`config.mk`:
```
export PLATFORM = sky130hd
export DESIGN_NAME = pipeline_reg_if_id
export DESIGN_NICKNAME = d
export VERILOG_FILES = /design/src/rtl/pipeline_reg_if_id.sv
export SDC_FILE = /design/constraint.sdc
export NUM_CORES = 1
export LEC_CHECK = 0
export BUFFER_PORTS_ARGS = -buffer_cell sky130_fd_sc_hd__buf_2
export CAP_MARGIN = 40
export CORE_ASPECT_RATIO = 0.75
export CORE_MARGIN = 2
export CORE_UTILIZATION = 49
export CTS_CLUSTER_SIZE = 25
export DETAILED_ROUTE_END_ITERATION = 16
export PLACE_DENSITY = 0.85
export RECOVER_POWER = 50
export SYNTH_ARGS = -nofsm -noshare
export SYNTH_HDL_FRONTEND = slang
export SYNTH_SLANG_ARGS = --single-unit
```
`constraint.sdc`:
```
create_clock -name clock -period 1.75 [get_ports clock]
set_input_delay 0.35 -clock clock [delete_from_list [all_inputs] [get_ports clock]]
set_output_delay 0.35 -clock clock [all_outputs]
set_load 0.05 [all_outputs]
```
`src/rtl/pipeline_reg_if_id.sv`:
```
// rtl/pipeline_reg_if_id.sv - IF/ID pipeline register with stall hold and flush bubble (optional pc_plus4_out under IFID_PC4_EN)
module pipeline_reg_if_id #(
  parameter int              XLEN      = 32,
  parameter logic [XLEN-1:0] NOP_INSTR = XLEN'(32'h0000_0013)
) (
  input  logic            clock,
  input  logic            reset,
  input  logic            flush,
  input  logic            stall,
  input  logic [XLEN-1:0] instr_in,
  input  logic [XLEN-1:0] pc_in,
  output logic [XLEN-1:0] instr_out,
  output logic [XLEN-1:0] pc_out,
  output logic            valid_out
`ifdef IFID_PC4_EN
  ,
  output logic [XLEN-1:0] pc_plus4_out
`endif
);

  logic [XLEN-1:0] instr_q, instr_d;
  logic [XLEN-1:0] pc_q, pc_d;
  logic            valid_q, valid_d;
`ifdef IFID_PC4_EN
  logic [XLEN-1:0] pc4_q, pc4_d;
`endif

  // Next-slot selection: flush beats stall, stall holds, otherwise capture.
  always_comb begin
    instr_d = instr_q;
    pc_d    = pc_q;
    valid_d = valid_q;
`ifdef IFID_PC4_EN
    pc4_d   = pc4_q;
`endif
    if (flush) begin
      instr_d = NOP_INSTR;
      pc_d    = '0;
      valid_d = 1'b0;
`ifdef IFID_PC4_EN
      pc4_d   = '0;
`endif
    end else if (!stall) begin
      instr_d = instr_in;
      pc_d    = pc_in;
      valid_d = 1'b1;
`ifdef IFID_PC4_EN
      pc4_d   = pc_in + XLEN'(4);
`endif
    end
  end

  // Slot register; reset loads a bubble immediately without a clock edge.
  always_ff @(posedge clock or negedge reset) begin
    if (!reset) begin
      instr_q <= NOP_INSTR;
      pc_q    <= '0;
      valid_q <= 1'b0;
`ifdef IFID_PC4_EN
      pc4_q   <= '0;
`endif
    end else begin
      instr_q <= instr_d;
      pc_q    <= pc_d;
      valid_q <= valid_d;
`ifdef IFID_PC4_EN
      pc4_q   <= pc4_d;
`endif
    end
  end

  assign instr_out = instr_q;
  assign pc_out    = pc_q;
  assign valid_out = valid_q;
`ifdef IFID_PC4_EN
  assign pc_plus4_out = pc4_q;
`endif

endmodule

```
# Word level (Yosys, flattened, before mapping)
# Index checks and enable logic that the tools add are counted.
[classes]
n_eq_ne = 1
muxes = 6
[ops]
columns = ["op", "n"]
rows = [
  ["$mux 32", 4],
  ["$mux 1", 2],
  ["$ne 2x2->1 const B", 1],
]
[totals]
in_bits = 68
output_inout_bits = 65
elab_cells = 10
reg_bits = 65

# Depth between registers and ports, before layout
[depth]
ltp_word = 2
depth_mapped = 5
depth_no_buf = 2

# Worst setup path after synthesis
# OpenSTA, ideal clock, no wires.
[synth_timing]
kind = "input-to-reg"
start = "input stall"
end = "register instr_q[10] (netlist: instr_out[10])"
n_path_buf = 3
setup_ns = 0.132
arrival_time_ns = 0.943
path_stages = 5
slack_ns = 0.676
path_cell_list = "buf_6 buf_12 buf_8 mux2i_1 nor2_1"
[synth_via]
elab_chain_cells = 1
[synth_lines]
columns = ["item", "line", "source"]
rows = [
  ["start, declared", "9", "input logic stall,"],
  ["$ne 2x2->1 (no line)", "n/a", ""],
  ["end signal, assigned", "63", "instr_q <= instr_d;"],
  ["end, declared", "21", "logic [XLEN-1:0] instr_q, instr_d;"],
]
# Every way passes these cells.
# A chain may end at the register's enable or synchronous reset.

# Final worst setup path
[layout_timing]
start = "input stall"
end = "register instr_q[15] (netlist: instr_out[15])"
# The elaborated chain is that of the path after synthesis.

==> impl_metrics.tcl <==
set metrics [dict create \
    status "finished, final reports clean" \
    use_met1_pct 22.42 \
    max_cap_viol_count 0 \
    htreeDepth 3 \
    dp_hpwl_mm 4.076 \
    cts_sinks 65 \
    grt_util_met3_pct 7.961 \
    met2_usage_pct 33.52 \
    hp-class "in -> async" \
    grt_setup_unrepaired "false" \
    peakVddDrop_mv 0.5993 \
    cts_resized 0 \
    synth_top_area_share_pct 58.22 \
    initial_utilization_pct 50.33 \
    grt_pass1_vias 1948 \
    placed_area_um2 3378 \
    p_leak_nw 2.066 \
    post-route-cell-area_um2 3543 \
    synth-compound-area-share_pct 1.174 \
    diodes 0 \
    p_per_area_nw_per_um2 1038 \
    grt_pass1_wl_mm 8.742 \
    cp-end-kind "flip-flop" \
    insertion_delay_ns 0.32 \
    die_w_um 89.16 \
    synth_top_family_by_area "multiplexers" \
    synth_seq_area_share_pct 61.17 \
    hold_viol 0 \
    skew_ns 0 \
    grt_usage_pct 19.34 \
    finalMaxSlewViolations 0 \
    maxSlewHeadroom_pct 46.06 \
    dieArea_um2 6051 \
    numCtsBuffers 9 \
    synthXorXnorAreaFrac_pct 0 \
    synth_cell_types 15 \
    cp_max_fo 18 \
    clockBufferDepth 2 \
    cts_tree "yes" \
    rows 23 \
    vias 1973 \
    gr-total-overflow 0 \
    dp_slack_ns 0.4055 \
    wl_per_cell_um 13.34 \
    clk_pin_slew_ns 0.07 \
    worstSetupPathType "in -> reg" \
    synth_top_area_cell "dfrtp_1" \
    synth_area_leaders "dfrtp_1, mux2i_1, nor2_1" \
    yosys.area_share.adder_pct 0 \
    syn_area_per_cell_um2 12.69 \
    synthSimpleGateAreaFrac_pct 9.296 \
    yosys_warnings 0 \
    antenna_found_initial 0 \
    fin_crit_sh_pct 84.87 \
    ant_nets 0 \
    io-pin-count 133 \
    worst_slack_ns 0.2648 \
    drt_iter0_drc 57 \
    holdBufCountCts 0 \
    grt_max_degree 35 \
    gr-max-usage-layer "met2" \
    netlist_area_um2 2665 \
    gp_congestion 0.7430 \
    synthCells 210 \
    root_buffer "clkbuf_8" \
    post_cts_buffers 0 \
    final_cell_mix "buf_2, dfrtp_1, mux2i_1, nor2_1, clkbuf_8" \
    numPortBuffers 132 \
    min_period_ns 1.485 \
    area_growth_pct 32.96 \
    synth-seq-cells 65 \
    layout_commonest_cell "buf_2" \
    drive_above_1_share_pct 43.87 \
    worstMarginPinSlew_ns 0.8092 \
    drc 0 \
    die_h_um 67.87 \
    synth_nets 278 \
    fin_util_pct 66.92 \
    muxShareOfSynthArea_pct 22.91 \
    dr.pass1.iters 4 \
    vias_per_cell 4.631 \
    critPathArrivalTime_ns 1.67 \
    max_freq_mhz 673.3 \
    wirelength_mm 5.683 \
    setup_violations 0 \
    num-nets-final 414 \
    worstPathRequired_ns 1.94 \
    tns_ns 0 \
    core_area_um2 5295 \
    crit_path_start_kind "input port" \
]
==> kinds of logic after synthesis <==
logic type      count (synthesis)
simple gates                   64
flops                          65
compound gates                  4
mux                            61
buf+inv                        16
==> worst max-delay path, cell delays in order <==
cell	delay (ns)
clkbuf_2	0.42
clkbuf_2	0.58
mux2i_1	0.26
nor2_1	0.06
==> synth_stat cells <==
cell type   n
buf_12      1
buf_6       1
buf_1       1
nor2b_1     3
dfstp_2     3
a211o_1     3
clkbuf_1    5
buf_4       1
mux2i_1    61
nor2_1     61
dfrtp_1    62
buf_8       5
a21oi_1     1
buf_2       1
inv_1       1
==> sequential cells by signal, summed over array words and instances, names as in the netlist <==
signal     count
instr_out     32
pc_out        32
valid_out      1
==> power breakdown <==
part | total [mW] | internal (mW) | switching, mW
Sequential | 1.64 | 1.59 | 0.0441
Combinational | 0.711 | 0.207 | 0.505
Clock | 1.33 | 0.800 | 0.531
Total | 3.68 | 2.60 | 1.08
==> stage by stage <==
stage               power, mW  hold slack, ns  cells
detailed placement      2.393          0.4011    410
global route            3.830          0.2434    426
global placement        2.380          0.3947    410
finish                  3.678          0.1862    426
floorplan               2.169         0.05441    210
CTS                     3.734         0.04763    426
==> worst paths after layout <==
kind,from,end,slack [ns],cells past startpoint
max in group asynchronous,reset,instr_out[14]$_DFFE_PN0P_,1.03,2
min,reset,pc_out[12]$_DFFE_PN0P_,0.19,2
max,stall,instr_out[15]$_DFFE_PN0P_,0.26,4
min reg2reg,instr_out[28]$_DFFE_PN0P_,instr_out[28]$_DFFE_PN0P_,0.52,2
min in group clock,pc_in[19],pc_out[19]$_DFFE_PN0P_,0.26,3
max reg2reg,pc_out[20]$_DFFE_PN0P_,pc_out[20]$_DFFE_PN0P_,1.00,2
==> cell type report <==
cell class,count,area [um^2]
Multi-Input combinational cell,129,889.6
Sequential cell,65,1630
Tap cell,75,93.84
Timing Repair Buffer,140,714.4
Inverter,1,3.754
Clock buffer,11,131.4
Fill cell,463,1752
Clock inverter,5,80.08
==> layer usage <==
metal / part of all wire, % / wire, um / up-vias
li1: - / - / 971
met1: 42 / 2414 / 910
met2: 48 / 2710 / 87
met3: 9.0 / 513 / 5
met4: 0.77 / 44 / 0
met5: 0 / 0 / -
Power figures use the tool's default switching activity.
